<file path="src/rtl/alu_ctrl_decoder_if.sv">
// ID -> ID/EX bundle: instruction and pipeline controls in, registered EX controls out.
// The decoder sits on the slave side and the stage feeding it drives the master side.
interface alu_ctrl_decoder_if;
    logic        id_valid;
    logic [31:0] id_instr;
    logic        stall;
    logic        flush;

    logic [4:0]  ex_ALUCode;
    logic [1:0]  ex_ALUSrcA;
    logic        ex_ALUSrcB;
    logic [31:0] ex_imm32;
    logic [1:0]  ex_RegDst;
    logic        ex_RegWrite;
    logic        ex_MemRead;
    logic        ex_MemWrite;
    logic        ex_MemtoReg;
    logic        ex_Branch;
    logic        ex_Jump;
    logic        ex_OvfEn;
    logic        ex_valid;
    logic        ex_illegal;

    modport master (
        output id_valid, id_instr, stall, flush,
        input  ex_ALUCode, ex_ALUSrcA, ex_ALUSrcB, ex_imm32, ex_RegDst,
               ex_RegWrite, ex_MemRead, ex_MemWrite, ex_MemtoReg,
               ex_Branch, ex_Jump, ex_OvfEn, ex_valid, ex_illegal
    );

    modport slave (
        input  id_valid, id_instr, stall, flush,
        output ex_ALUCode, ex_ALUSrcA, ex_ALUSrcB, ex_imm32, ex_RegDst,
               ex_RegWrite, ex_MemRead, ex_MemWrite, ex_MemtoReg,
               ex_Branch, ex_Jump, ex_OvfEn, ex_valid, ex_illegal
    );
endinterface

</file>
<file path="src/rtl/alu_ctrl_decoder.sv">
// MIPS ID-stage decoder feeding the ID/EX control register.
// Priority on each edge: reset > flush > stall > load; undecodable words become flagged bubbles.
module alu_ctrl_decoder #(
    parameter logic [4:0] RESET_ALUCODE = 5'b00000
) (
    input logic            clk,
    input logic            reset,
    alu_ctrl_decoder_if.slave bus
);

    typedef enum logic [4:0] {
        ALU_ADD, ALU_AND, ALU_XOR, ALU_OR, ALU_NOR, ALU_SUB, ALU_ANDI, ALU_XORI,
        ALU_ORI, ALU_JR, ALU_BEQ, ALU_BNE, ALU_BGEZ, ALU_BGTZ, ALU_BLEZ, ALU_BLTZ,
        ALU_SLL, ALU_SRL, ALU_SRA, ALU_SLT, ALU_SLTU, ALU_MUL
    } alu_code_e;

    typedef struct packed {
        logic [4:0]  alu_code;
        logic [1:0]  src_a;
        logic        src_b;
        logic [31:0] imm32;
        logic [1:0]  reg_dst;
        logic        reg_write;
        logic        mem_read;
        logic        mem_write;
        logic        mem_to_reg;
        logic        branch;
        logic        jump;
        logic        ovf_en;
        logic        valid;
        logic        illegal;
    } ctrl_t;

    function automatic ctrl_t bubble_ctrl();
        ctrl_t c;
        c          = '0;
        c.alu_code = RESET_ALUCODE;
        return c;
    endfunction

    logic [5:0] op;
    logic [5:0] funct;
    logic [4:0] rt;
    logic [31:0] imm_sext;
    logic [31:0] imm_zext;
    logic        legal;
    ctrl_t       dec;
    ctrl_t       q;

    assign op       = bus.id_instr[31:26];
    assign funct    = bus.id_instr[5:0];
    assign rt       = bus.id_instr[20:16];
    assign imm_sext = {{16{bus.id_instr[15]}}, bus.id_instr[15:0]};
    assign imm_zext = {16'h0000, bus.id_instr[15:0]};

    // rs never steers decoding; it is consumed by the register file, not here.
    logic unused_rs;
    assign unused_rs = ^bus.id_instr[25:21];

    always_comb begin
        // NOTE: every field gets a default before the case so no path can infer a latch.
        dec          = bubble_ctrl();
        dec.imm32    = imm_sext;
        legal        = 1'b1;
        case (op)
            6'b000000: begin
                dec.reg_dst   = 2'd1;
                dec.reg_write = 1'b1;
                case (funct)
                    6'b100000: begin dec.alu_code = ALU_ADD; dec.ovf_en = 1'b1; end
                    6'b100001: dec.alu_code = ALU_ADD;
                    6'b100010: begin dec.alu_code = ALU_SUB; dec.ovf_en = 1'b1; end
                    6'b100011: dec.alu_code = ALU_SUB;
                    6'b100100: dec.alu_code = ALU_AND;
                    6'b100101: dec.alu_code = ALU_OR;
                    6'b100110: dec.alu_code = ALU_XOR;
                    6'b100111: dec.alu_code = ALU_NOR;
                    6'b101010: dec.alu_code = ALU_SLT;
                    6'b101011: dec.alu_code = ALU_SLTU;
                    6'b000000: begin dec.alu_code = ALU_SLL; dec.src_a = 2'd1; end
                    6'b000010: begin dec.alu_code = ALU_SRL; dec.src_a = 2'd1; end
                    6'b000011: begin dec.alu_code = ALU_SRA; dec.src_a = 2'd1; end
                    6'b000100: dec.alu_code = ALU_SLL;
                    6'b000110: dec.alu_code = ALU_SRL;
                    6'b000111: dec.alu_code = ALU_SRA;
                    6'b001000: begin
                        dec.alu_code  = ALU_JR;
                        dec.reg_write = 1'b0;
                        dec.jump      = 1'b1;
                    end
                    default:   legal = 1'b0;
                endcase
            end
            6'b011100: begin
                dec.alu_code  = ALU_MUL;
                dec.reg_dst   = 2'd1;
                dec.reg_write = 1'b1;
                legal         = (funct == 6'b000010);
            end
            6'b001000, 6'b001001, 6'b001010, 6'b001011,
            6'b001100, 6'b001101, 6'b001110, 6'b001111: begin
                dec.src_b     = 1'b1;
                dec.reg_write = 1'b1;
                case (op[2:0])
                    3'b000: begin dec.alu_code = ALU_ADD; dec.ovf_en = 1'b1; end
                    3'b001: dec.alu_code = ALU_ADD;
                    3'b010: dec.alu_code = ALU_SLT;
                    3'b011: dec.alu_code = ALU_SLTU;
                    3'b100: begin dec.alu_code = ALU_ANDI; dec.imm32 = imm_zext; end
                    3'b101: begin dec.alu_code = ALU_ORI;  dec.imm32 = imm_zext; end
                    3'b110: begin dec.alu_code = ALU_XORI; dec.imm32 = imm_zext; end
                    default: begin
                        // lui: shift the zero-extended immediate left by the constant 16.
                        dec.alu_code = ALU_SLL;
                        dec.src_a    = 2'd2;
                        dec.imm32    = imm_zext;
                    end
                endcase
            end
            6'b100011: begin
                dec.alu_code   = ALU_ADD;
                dec.src_b      = 1'b1;
                dec.reg_write  = 1'b1;
                dec.mem_read   = 1'b1;
                dec.mem_to_reg = 1'b1;
            end
            6'b101011: begin
                dec.alu_code  = ALU_ADD;
                dec.src_b     = 1'b1;
                dec.mem_write = 1'b1;
            end
            6'b000100: begin dec.alu_code = ALU_BEQ;  dec.branch = 1'b1; end
            6'b000101: begin dec.alu_code = ALU_BNE;  dec.branch = 1'b1; end
            6'b000110: begin dec.alu_code = ALU_BLEZ; dec.branch = 1'b1; end
            6'b000111: begin dec.alu_code = ALU_BGTZ; dec.branch = 1'b1; end
            6'b000001: begin
                dec.branch   = 1'b1;
                dec.alu_code = rt[0] ? ALU_BGEZ : ALU_BLTZ;
                legal        = (rt[4:1] == 4'b0000);
            end
            6'b000010: begin dec.alu_code = ALU_ADD; dec.jump = 1'b1; end
            6'b000011: begin
                dec.alu_code  = ALU_ADD;
                dec.jump      = 1'b1;
                dec.reg_write = 1'b1;
                dec.reg_dst   = 2'd2;
            end
            default: legal = 1'b0;
        endcase

        // An undecodable word still occupies the slot, but must not have side effects.
        if (!legal) begin
            dec         = bubble_ctrl();
            dec.illegal = 1'b1;
        end
        dec.valid = 1'b1;
    end

    always_ff @(posedge clk) begin
        // NOTE: state registers use non-blocking assignment so all flops update together.
        if (reset || bus.flush) begin
            q <= bubble_ctrl();
        end else if (!bus.stall) begin
            q <= bus.id_valid ? dec : bubble_ctrl();
        end
    end

    assign bus.ex_ALUCode  = q.alu_code;
    assign bus.ex_ALUSrcA  = q.src_a;
    assign bus.ex_ALUSrcB  = q.src_b;
    assign bus.ex_imm32    = q.imm32;
    assign bus.ex_RegDst   = q.reg_dst;
    assign bus.ex_RegWrite = q.reg_write;
    assign bus.ex_MemRead  = q.mem_read;
    assign bus.ex_MemWrite = q.mem_write;
    assign bus.ex_MemtoReg = q.mem_to_reg;
    assign bus.ex_Branch   = q.branch;
    assign bus.ex_Jump     = q.jump;
    assign bus.ex_OvfEn    = q.ovf_en;
    assign bus.ex_valid    = q.valid;
    assign bus.ex_illegal  = q.illegal;

endmodule

</file>
<file path="src/flat_wrapper.sv">
// flat-port wrapper written by rule: the top's interface ports become plain ports
module alu_ctrl_decoder_flat 
#(
    parameter logic [4:0] RESET_ALUCODE = 5'b00000
)
  (clk, reset, bus_id_valid, bus_id_instr, bus_stall, bus_flush, bus_ex_ALUCode, bus_ex_ALUSrcA, bus_ex_ALUSrcB, bus_ex_imm32, bus_ex_RegDst, bus_ex_RegWrite, bus_ex_MemRead, bus_ex_MemWrite, bus_ex_MemtoReg, bus_ex_Branch, bus_ex_Jump, bus_ex_OvfEn, bus_ex_valid, bus_ex_illegal);
  alu_ctrl_decoder_if bus_i ();
  input logic clk;
  input logic reset;
  input wire logic [$bits(bus_i.id_valid)-1:0] bus_id_valid;
  input wire logic [$bits(bus_i.id_instr)-1:0] bus_id_instr;
  input wire logic [$bits(bus_i.stall)-1:0] bus_stall;
  input wire logic [$bits(bus_i.flush)-1:0] bus_flush;
  output wire logic [$bits(bus_i.ex_ALUCode)-1:0] bus_ex_ALUCode;
  output wire logic [$bits(bus_i.ex_ALUSrcA)-1:0] bus_ex_ALUSrcA;
  output wire logic [$bits(bus_i.ex_ALUSrcB)-1:0] bus_ex_ALUSrcB;
  output wire logic [$bits(bus_i.ex_imm32)-1:0] bus_ex_imm32;
  output wire logic [$bits(bus_i.ex_RegDst)-1:0] bus_ex_RegDst;
  output wire logic [$bits(bus_i.ex_RegWrite)-1:0] bus_ex_RegWrite;
  output wire logic [$bits(bus_i.ex_MemRead)-1:0] bus_ex_MemRead;
  output wire logic [$bits(bus_i.ex_MemWrite)-1:0] bus_ex_MemWrite;
  output wire logic [$bits(bus_i.ex_MemtoReg)-1:0] bus_ex_MemtoReg;
  output wire logic [$bits(bus_i.ex_Branch)-1:0] bus_ex_Branch;
  output wire logic [$bits(bus_i.ex_Jump)-1:0] bus_ex_Jump;
  output wire logic [$bits(bus_i.ex_OvfEn)-1:0] bus_ex_OvfEn;
  output wire logic [$bits(bus_i.ex_valid)-1:0] bus_ex_valid;
  output wire logic [$bits(bus_i.ex_illegal)-1:0] bus_ex_illegal;
  assign bus_i.id_valid = bus_id_valid;
  assign bus_i.id_instr = bus_id_instr;
  assign bus_i.stall = bus_stall;
  assign bus_i.flush = bus_flush;
  assign bus_ex_ALUCode = bus_i.ex_ALUCode;
  assign bus_ex_ALUSrcA = bus_i.ex_ALUSrcA;
  assign bus_ex_ALUSrcB = bus_i.ex_ALUSrcB;
  assign bus_ex_imm32 = bus_i.ex_imm32;
  assign bus_ex_RegDst = bus_i.ex_RegDst;
  assign bus_ex_RegWrite = bus_i.ex_RegWrite;
  assign bus_ex_MemRead = bus_i.ex_MemRead;
  assign bus_ex_MemWrite = bus_i.ex_MemWrite;
  assign bus_ex_MemtoReg = bus_i.ex_MemtoReg;
  assign bus_ex_Branch = bus_i.ex_Branch;
  assign bus_ex_Jump = bus_i.ex_Jump;
  assign bus_ex_OvfEn = bus_i.ex_OvfEn;
  assign bus_ex_valid = bus_i.ex_valid;
  assign bus_ex_illegal = bus_i.ex_illegal;
  alu_ctrl_decoder #(.RESET_ALUCODE(RESET_ALUCODE)) u_core (.clk(clk), .reset(reset), .bus(bus_i));
endmodule
</file>
<file path="config.mk">
export PLATFORM = sky130hd
export DESIGN_NAME = alu_ctrl_decoder_flat
export DESIGN_NICKNAME = d
export VERILOG_FILES = /design/src/rtl/alu_ctrl_decoder_if.sv /design/src/rtl/alu_ctrl_decoder.sv /design/src/flat_wrapper.sv
export SDC_FILE = /design/constraint.sdc
export NUM_CORES = 1
export LEC_CHECK = 0
export BUFFER_PORTS_ARGS = -buffer_cell sky130_fd_sc_hd__clkbuf_2
export CORE_ASPECT_RATIO = 1.5
export CORE_UTILIZATION = 40
export DETAILED_ROUTE_END_ITERATION = 10
export MAX_ROUTING_LAYER = met4
export PLACE_DENSITY = 0.7
export SLEW_MARGIN = 20
export SYNTH_ARGS = -nofsm -noshare
export SYNTH_HDL_FRONTEND = slang
export SYNTH_SLANG_ARGS = --single-unit
</file>
<file path="constraint.sdc">
create_clock -name clk -period 3 [get_ports clk]
set_clock_uncertainty 0.05 [all_clocks]
set_input_delay 0.15 -clock clk [delete_from_list [all_inputs] [get_ports clk]]
set_output_delay 0.15 -clock clk [all_outputs]
set_load 0.1 [all_outputs]
</file>
After elaboration in Yosys (flattened, before gate mapping)

Index checks and enable logic that the tools add are counted.

Bits in registers: 51
Bits of input ports: 37
Output and inout port bits: 51
Logic and storage cells: 101

Equal/unequal tests: 40
Multiplexer cells: 25
Reduce and logical (&&, ||, !) cells: 22

Operator list:

| cell                                                                   | number |
|---|---|
| 51-bit 2-to-1 mux                                                      | 2 |
| 6-bit equality test (second input constant)                            | 12 |
| 32-bit 2-to-1 mux                                                      | 2 |
| 5-bit case mux with 11 select lines                                    | 1 |
| 6-bit by 4-bit equality test with 1-bit output (second input constant) | 9 |
| 6-bit by 3-bit equality test with 1-bit output (second input constant) | 7 |
| 5-bit case mux with 8 select lines                                     | 1 |
| 5-bit case mux with 6 select lines                                     | 1 |
| 6-bit by 2-bit equality test with 1-bit output (second input constant) | 4 |
| 17-bit OR reduction                                                    | 1 |
| 16-bit OR reduction                                                    | 1 |
| 2-bit OR reduction                                                     | 8 |
| 6-bit zero test                                                        | 2 |
| 11-bit OR reduction                                                    | 1 |
| 1-bit 2-to-1 mux                                                       | 10 |
| 10-bit OR reduction                                                    | 1 |
| 3-bit equality test (second input constant)                            | 3 |
| 2-bit case mux with 2 select lines                                     | 2 |
| 8-bit OR reduction                                                     | 1 |
| 7-bit OR reduction                                                     | 1 |
| 3-bit by 2-bit equality test with 1-bit output (second input constant) | 2 |
| 6-bit by 1-bit equality test with 1-bit output (second input constant) | 1 |
| 6-bit by 5-bit equality test with 1-bit output (second input constant) | 1 |
| 1-bit case mux with 2 select lines                                     | 3 |
| 9 further kinds                                                        | 10 |

Longest topological paths before layout

Gate-level depths: netlist of run 1.

Word-level depth: 6
Gate-level depth with buffers: 7
Mapped depth without buffers: 5

Worst setup path after synthesis of run 1

OpenSTA, ideal clock, no wires.

Path kind: reg2out
From: register u_core.bus.ex_imm32[30] (netlist name)
To: output bus_ex_imm32[17]
Arrival time: 1.625 ns
Data required time: 2.800 ns
Setup slack: 1.175 ns
Cell stages (with the launch flop): 2
Path through: dfxtp_1 buf_4

RTL lines:

| what             | line               | RTL |
|---|---|---|
| end: declaration | flat_wrapper.sv:17 | `output wire logic [$bits(bus_i.ex_imm32)-1:0] bus_ex_imm32;` |

Final worst setup path of run 1

From: input bus_id_instr[29]
To: register u_core.q, in the netlist u_core.bus.ex_ALUCode[3]

Longest elaborated chain between the ends: 5
Elaborated cells on any way between the ends: 25

Ends and longest elaborated chain:

| what                                                                                     | line                    | RTL |
|---|---|---|
| start: declaration                                                                       | flat_wrapper.sv:11      | `input wire logic [$bits(bus_i.id_instr)-1:0] bus_id_instr;` |
| 6-bit by 2-bit equality test with 1-bit output (tied with other cells)                   | alu_ctrl_decoder.sv:65  | `case (op)` |
| 16-bit OR reduction (no line) or 8-bit OR reduction (tied branches)                      | --                      |  |
| 1-bit case mux with 4 select lines or 5-bit case mux with 8 select lines (tied branches) | alu_ctrl_decoder.sv:65  |  |
| 51-bit 2-to-1 mux (*)                                                                    | alu_ctrl_decoder.sv:152 | `if (!legal) begin` |
| 51-bit 2-to-1 mux (*)                                                                    | alu_ctrl_decoder.sv:164 | `q <= bus.id_valid ? dec : bubble_ctrl();` |
| end signal: assignment                                                                   | alu_ctrl_decoder.sv:162 | `q <= bubble_ctrl();` |
| end signal: assignment                                                                   | alu_ctrl_decoder.sv:164 |  |
| end: declaration                                                                         | alu_ctrl_decoder.sv:48  | `ctrl_t q;` |

Mark *: on every way between the ends. The rest lies on a longest branch, timed or not.
A chain may end at the register's enable or synchronous reset.

==> out/qor.txt, run 1 <==
Unrepaired setup endpoints after global routing: no
Compound-Gate Fraction of Synth Area: 30.5%
Post-Synth Simple-Gate Area: 19.0%
CP peak stage delay: 0.41 ns
Vias per inst: 5.54
CTS tree: done
Gr usage total: 19.7%
Clock Latency Late Sink: 0.29 ns
DR WL/cell: 14.4 um
Root buf cell: clkbuf_8
Final Hold Fails: 0
Max FO, Critical Path: 24
Max IR drop VDD: 0.227 mV
Max clock buf depth: 2
Area of the die: 5140 sq um
Final std cells w/o fill: 340
Final core occ: 51.1%
DP HPWL: 3580 um
Initial Utilization: 42.3%
Num ports: 88
Status: finished clean
Register clock-pin slew on the reported worst setup and hold paths: 0.08 ns
Top FF cell, synth: dfxtp_1
Most frequent cells in the layout: clkbuf_2 (82), dfxtp_1 (35), a22o_1 (24)
Critical Path AT: 2.15 ns
Area Overhead vs Synth: 20.7%
# setup viols final: 0
Slew @ Worst Pin: 0.765 ns
Critical-path top delay cell: nor2_1
Avg Inst Size Synth: 8.78 sq um
Cell Chain, Critical Path: clkbuf_2, nor2_1, nand4b_1, a221o_1, a31oi_2, buf_4, a32o_1
GPL Wtd Cong: 0.861
Port bufs: 82
Count of pins over their slew limit: 0
Hold WC Path Type: primary input to flip-flop
Antenna violations before repair: 0
DRT antenna net count: 0
Postcts setup bufs: 0
Inserted Clock Buffers: 5
Vias: 1,884
Final worst path period share: 65.8%
Drt first-iter violations: 66
Diode count: 0
WL final: 4880 um
Main combinational cell family by area after synthesis: compound AO/OA/AOI/OAI gates
Largest net degree at the start of global routing: 25
Adder-cell share of the synthesized area: 0%
Synth warn: 0
Global-route wire length before repair: 7640 um
Crit path kind: primary input to flip-flop
Core footprint: 4580 sq um
Critical Path Start Type: primary input
WP data required: 3.18 ns
TritonRoute pass-1 iters: 4
Max-cap viol count: 0
Top cell type's share of synthesized area: 36.1%
Leading cell type in the layout, fill and taps excluded: clkbuf_2
Mapped Area: 1940 sq um
Placed Area: 2230 sq um
Max Clock Freq: 0.506 GHz
Final TNS setup: 0 ns
Layout cells sized above 1: 35.9%
Mapped Cells: 221
Minimum clock period: 1.97 ns
Post-route DRC: 0
Inst Count DP: 332
Row Count: 30
Post-synth ARST share: 0%
Post-route cell area: 2340 sq um
Leakage: 1.04 nW
Mux share of post-synthesis cell area: 1.55%
Sequential area share after synthesis: 36.1%
Largest area contributor in the netlist: dfxtp_1
Number of synthesized flops with an enable pin: 0
Post-cts sizing count: 0
Post-synthesis cell type count: 47
DIE HEIGHT: 87.3 um
Crit. End Element: flip-flop
Grt total ovfl: 0
Syn nets: 258
Post-Synth XOR/XNOR Area: 0%
Die X: 58.9 um
#FFs+latches synth: 35
Relative slew slack: 48.8%
Vias in the first global route: 1,645
H-tree depth: 2
Hold_buf cts: 0
Top cells by area, synth: dfxtp_1 (36%), a22o_1 (11%), buf_4 (6.6%)
# nets final: 312
Clock sink total: 35
Pwr per Cell Area: 452 nW/um^2
## flip-flops by register name (all words and copies together), names as in the netlist
name,flops
u_core.bus.ex_imm32,17
u_core.bus.ex_ALUCode,5
u_core.bus.ex_ALUSrcA,2
u_core.bus.ex_RegDst,2
u_core.bus.ex_ALUSrcB,1
u_core.bus.ex_Branch,1
u_core.bus.ex_Jump,1
u_core.bus.ex_MemWrite,1
u_core.bus.ex_MemtoReg,1
u_core.bus.ex_OvfEn,1
u_core.bus.ex_RegWrite,1
u_core.bus.ex_illegal,1
u_core.bus.ex_valid,1
## cell families (layout without fill, tap and decap cells)
group	count (synthesis)	count (layout)
buffers and inverters	44	99
DFF	35	35
and+or+nand+nor	66	66
muxes	3	3
AOI/OAI and AO/OA	73	73
## report_power, final
group          internal, mW  switching [mW]  leakage [nW]
Clock                 0.247           0.175        0.0581
Sequential            0.468         0.00207         0.282
Combinational        0.0491           0.118         0.703
Total                 0.764           0.295          1.04
## per-layer routing
layer | share of wire (%) | up-vias | track usage, %
met3 | 5.3 | 7 | 2.53
met1 | 42 | 883 | 23.4
li1 | - | 925 | -
met5 | 0 | - | -
met4 | 1.4 | 0 | 7.79
met2 | 52 | 69 | 33.1
## critical path, delay by kind of cell
| family | cells | cell delay, ns |
|---|---|---|
| and+or+nand+nor | 2 | 0.69 |
| AOI/OAI and AO/OA | 3 | 0.76 |
| buffers and inverters | 2 | 0.55 |
## per-stage QoR
step | total power, mW | hold slack (ns) | setup slack [ns]
4_1_cts | 1.07 | 0.0226 | 1.05
3_5_place_dp | 0.646 | 0.316 | 0.751
3_3_place_gp | 0.645 | 0.313 | 0.776
2_1_floorplan | 0.605 | 0.177 | 1.17
5_1_grt | 1.10 | 0.0322 | 0.845
6_report | 1.06 | 0.0228 | 1.03
## cells in the mapped netlist, drive strengths merged (3+ instances only)
| master | count |
|---|---|
| dfxtp | 35 |
| a22o | 24 |
| buf | 24 |
| nand2 | 15 |
| nor2 | 15 |
| clkbuf | 13 |
| o21ai | 9 |
| a21oi | 8 |
| inv | 7 |
| a31oi | 6 |
| a32o | 6 |
| nand3b | 5 |
| nor3 | 4 |
| nor3b | 4 |
| nor4 | 4 |
| mux2i | 3 |
| nand3 | 3 |
| nand4b | 3 |
| nor4b | 3 |
| o32ai | 3 |
## layout make-up
class / count / area (sq um)
timing repair buffer: 84 / 425
fill: 476 / 2240
tap: 64 / 80.1
inverter: 7 / 26.3
sequential: 35 / 701
clock inverter: 3 / 43.8
multi-input combinational: 142 / 996
clock buffer: 5 / 68.8
## worst paths after layout
check | to | cells after the start | slack, ns | from
worst min-delay path | u_core.bus.ex_imm32[7] | 2 | 0.02 | bus_id_instr[7]
worst min register to register | u_core.bus.ex_illegal | 2 | 0.41 | u_core.bus.ex_illegal
worst max-delay path | u_core.bus.ex_ALUCode[3] | 7 | 1.03 | bus_id_instr[29]
worst max register to register | u_core.bus.ex_imm32[30] | 1 | 2.13 | u_core.bus.ex_imm32[30]
Power figures use the tool's default switching activity.
==> run 2, diff against run 1 <==
- clock period: 3 -> 2.1 ns (I/O delays scaled with it)
==> out/qor.txt, run 2 (synthesis results as in run 1) <==
Worst R2R Start: u_core.bus.ex_valid
Footprint of the multi-input gates: 1010 sq um
Inserted Clock Buffers: 5
DP HPWL: 3650 um
Layout cells sized above 1: 37.0%
Clk network pwr share: 39.3%
Count of pins over their slew limit: 0
Minimum clock period: 1.80 ns
Met2 Use GR: 34.7%
Postcts setup bufs: 0
FF-to-FF setup slack: 0.85 ns
Gr usage total: 20.4%
Global-route wire length before repair: 7860 um
Hold Startpoint: bus_id_instr[4]
WL final: 5110 um
Final Hold Fails: 0
TritonRoute pass-1 iters: 4
Register clock-pin slew on the reported worst setup and hold paths: 0.07 ns
Diode count: 0
Crit path kind: primary input to flip-flop
Placed Area: 2310 sq um
Root buf cell: clkbuf_8
Met1 usage: 23.5%
Area of the die: 5140 sq um
Leakage: 1.14 nW
Slew @ Worst Pin: 0.605 ns
Max-cap viol count: 0
Gr busiest metal: met2
Most frequent cells in the layout: clkbuf_2 (82), dfxtp_1 (35), a22o_1 (24)
Num ports: 88
Final worst path period share: 85.8%
Core footprint: 4580 sq um
Max Clock Freq: 0.555 GHz
Leading cell type in the layout, fill and taps excluded: clkbuf_2
Area Overhead vs Synth: 31.5%
GPL Wtd Cong: 0.831
Worst Hold Endpoint: u_core.bus.ex_imm32[4]
Antenna violations before repair: 0
Switching part of the total: 28.0%
Cell Int Power: 1.12 mW
Unrepaired setup endpoints after global routing: no
# nets final: 333
Row Count: 30
WP data required: 2.28 ns
Max IR drop VDD: 0.242 mV
Reg2Reg Depth: 3
Max reg flops: 17
Max clock buf depth: 2
Final TNS setup: 0 ns
DIE HEIGHT: 87.3 um
Largest net degree at the start of global routing: 22
Vias: 1,982
FF+latch area: 701 sq um
Status: finished clean
# setup viols final: 0
RR Endpoint: u_core.bus.ex_valid
Vias in the first global route: 1,680
Crit. End Element: flip-flop
Hold WC Path Type: primary input to flip-flop
Grt total ovfl: 0
Vias per inst: 5.49
Layout filler cell count: 447
Worst Setup Slack, final: 0.299 ns
Critical Path AT: 1.99 ns
H-tree depth: 2
Met3 usage: 2.67%
Switching power: 434 uW
Die X: 58.9 um
Post-route DRC: 0
Post-route cell area: 2550 sq um
Port bufs: 82
Final core occ: 55.7%
Clock sink total: 35
Place WS: 0.173 ns
Sequential fraction of design power: 43.3%
WHS Path Cells: 2
Combinational power share: 17.4%
CTS tree: done
Max FO, Critical Path: 8
Critical Path Start Type: primary input
Drt first-iter violations: 45
Relative slew slack: 59.1%
Worst setup startpoint: reset
DRT antenna net count: 0
Pwr per Cell Area: 607 nW/um^2
Initial Utilization: 42.3%
Clock Latency Late Sink: 0.28 ns
DR WL/cell: 14.1 um
run 2: how the worst max path moves through the flow:
stage,to,slack (ns),cells after the start
global placement,u_core.bus.ex_imm32[30],0.19,7
floorplan,bus_ex_imm32[17],0.32,1
finish,u_core.bus.ex_ALUCode[2],0.30,7
global route,u_core.bus.ex_ALUCode[1],0.15,7
detailed placement,u_core.bus.ex_Branch,0.17,7
CTS,u_core.bus.ex_ALUCode[2],0.12,7
run 2: layout make-up:
| type | instances | share of cell area, % |
|---|---|---|
| multi-input combinational | 142 | 39.4 |
| sequential | 35 | 27.5 |
| timing repair buffer | 105 | 24.5 |
| tap | 64 | 3.14 |
| clock buffer | 5 | 2.70 |
| clock inverter | 3 | 1.72 |
| inverter | 7 | 1.03 |
run 2: through the flow:
step,instances,hold slack [ns],power [mW]
after detailed placement,341,0.270,0.934
final,361,0.112,1.55
after CTS,361,0.102,1.56
after global routing,361,0.107,1.61
after global placement,341,0.268,0.933
after floorplan,221,0.132,0.864
run 2: routing by layer:
| metal | share of wire (%) | up-vias | routed length, um |
|---|---|---|---|
| li1 | - | 972 | - |
| met1 | 42 | 923 | 2140 |
| met2 | 52 | 79 | 2670 |
| met3 | 4.4 | 8 | 223 |
| met4 | 1.5 | 0 | 76 |
| met5 | 0 | - | 0 |
run 2: repair_timing:
item,CTS,global route
hold buffers,12,0
resized for setup,0,2
hold endpoints to repair,11,0
endpoints found under the setup margin,0,4
run 2: worst max-delay path: stages:
cell,delay (ns)
dlygate4sd3_1,0.55
clkbuf_2,0.14
or4b_4,0.56
nor2_1,0.10
o21ai_0,0.10
a31oi_2,0.25
a22o_1,0.17
run 2: power by group through the flow:
stage                     sequential, mW  combinational (mW)  clock, mW
after detailed placement           0.687               0.248          0
after global routing               0.672               0.290      0.650
final                              0.671               0.269      0.610
after global placement             0.686               0.246          0
after CTS                          0.671               0.266      0.627
after floorplan                    0.722               0.142          0
==> run 3, diff against run 2 <==
- CORE_UTILIZATION: 40 -> 47
- PLACE_DENSITY: 0.7 -> 0.8
==> out/qor.txt, run 3 (synthesis results as in run 1) <==
Largest net degree at the start of global routing: 21
DR WL/cell: 15.4 um
Num ports: 88
Critical-path top delay cell: or4b_1
Inserted Clock Buffers: 5
Register clock-pin slew on the reported worst setup and hold paths: 0.07 ns
Minimum clock period: 1.96 ns
FF-to-FF setup slack: 0.90 ns
Stages on worst setup path: 5
Final worst path period share: 93.5%
GPL Wtd Cong: 0.964
WL final: 5280 um
CTS tree: done
Leading cell type in the layout, fill and taps excluded: clkbuf_2
Hold WC Path Type: primary input to flip-flop
Cell Chain, Critical Path: dlygate4sd3_1, clkbuf_2, or4b_1, nor4b_1, a32o_1
Max FO, Critical Path: 8
Crit path kind: primary input to flip-flop
Reg2Reg Depth: 3
Status: finished clean
Area Overhead vs Synth: 30.4%
Hold slack: 0.00977 ns
TritonRoute pass-1 iters: 5
Critical Path AT: 2.14 ns
Post-route DRC: 0
Place WS: 0.178 ns
Count of pins over their slew limit: 0
Pwr per Cell Area: 613 nW/um^2
Initial Utilization: 49.0%
Max IR drop VDD: 0.513 mV
Area of the die: 4390 sq um
Core footprint: 3960 sq um
Unrepaired setup endpoints after global routing: no
Worst R2R Start: u_core.bus.ex_valid
Crit path max-delay family: simple AND/OR/NAND/NOR gates
FF+latch area: 701 sq um
# nets final: 334
Crit path capture: u_core.bus.ex_MemWrite
Max-cap viol count: 0
DP HPWL: 3650 um
DIE HEIGHT: 80.7 um
Row Count: 28
Relative slew slack: 63.5%
Grt total ovfl: 0
DRT antenna net count: 0
Leakage: 1.15 nW
Diode count: 0
Placed Area: 2300 sq um
Vias in the first global route: 1,725
Footprint of the multi-input gates: 1000 sq um
Max clock buf depth: 2
Worst Setup Slack, final: 0.137 ns
Global-route wire length before repair: 7870 um
CP peak stage delay: 0.67 ns
Slew @ Worst Pin: 0.540 ns
Die X: 54.5 um
Max reg flops: 17
Layout cells sized above 1: 37.2%
Final TNS setup: 0 ns
Critical Path Start Type: primary input
Final Hold Fails: 0
Max Clock Freq: 0.509 GHz
Drt first-iter violations: 69
Gr usage total: 24.9%
Layout filler cell count: 331
Post-route cell area: 2530 sq um
H-tree depth: 2
Most frequent cells in the layout: clkbuf_2 (82), dfxtp_1 (35), a22o_1 (24)
Vias per inst: 5.88
Clock Latency Late Sink: 0.28 ns
Clock sink total: 35
Worst setup startpoint: reset
Antenna violations before repair: 0
Crit path buf inv count: 2
WP data required: 2.28 ns
# setup viols final: 0
Vias: 2,018
Crit. End Element: flip-flop
RR Endpoint: u_core.bus.ex_valid
Port bufs: 82
Root buf cell: clkbuf_8
==> run 3: area by class of cell <==
cell class / instances / share of cell area, %
Multi-Input combinational cell: 142 / 39.6
Clock inverter: 3 / 1.73
Timing Repair Buffer: 106 / 24.9
Inverter: 7 / 1.04
Clock buffer: 5 / 2.72
Sequential cell: 35 / 27.7
Tap cell: 45 / 2.23
==> run 3: per-layer routing <==
metal / vias up / share of wire (%) / GRT usage, %
met5: - / 0 / -
met4: 0 / 2.0 / 13.1
met3: 11 / 5.6 / 3.03
met2: 92 / 53 / 41.2
met1: 945 / 39 / 28.2
li1: 970 / - / -
==> run 3: worst min path at each step <==
stage / depth (start not counted) / start / slack, ns / to
after global routing: 2 / bus_id_instr[15] / 0.04 / u_core.bus.ex_imm32[15]
after global placement: 2 / bus_id_instr[9] / 0.27 / u_core.bus.ex_imm32[9]
after floorplan: 1 / reset / 0.13 / u_core.bus.ex_valid
final: 2 / bus_id_instr[15] / 0.01 / u_core.bus.ex_imm32[15]
after CTS: 2 / bus_id_instr[13] / 0.002 / u_core.bus.ex_imm32[13]
after detailed placement: 2 / bus_id_instr[9] / 0.27 / u_core.bus.ex_imm32[9]
==> run 3: where the power goes <==
group          internal [mW]  switching (mW)  total, mW
Clock                  0.353           0.252      0.605
Combinational         0.0958           0.177      0.273
Sequential             0.668         0.00314      0.671
==> run 3: what timing repair did <==
action,4_1_cts,5_1_grt
endpoints found under the hold margin,9,1
buffers inserted,0,0
hold buffers,10,1
endpoints found under the setup margin,0,4
resized for setup,0,1
==> run 3: metrics by stage <==
stage / total power, mW / utilization, % / cells
3_5_place_dp: 0.938 / 58.1 / 324
2_1_floorplan: 0.864 / - / 221
5_1_grt: 1.60 / 63.9 / 343
4_1_cts: 1.55 / 63.5 / 342
6_report: 1.55 / 63.9 / 343
3_3_place_gp: 0.934 / 58.1 / 324
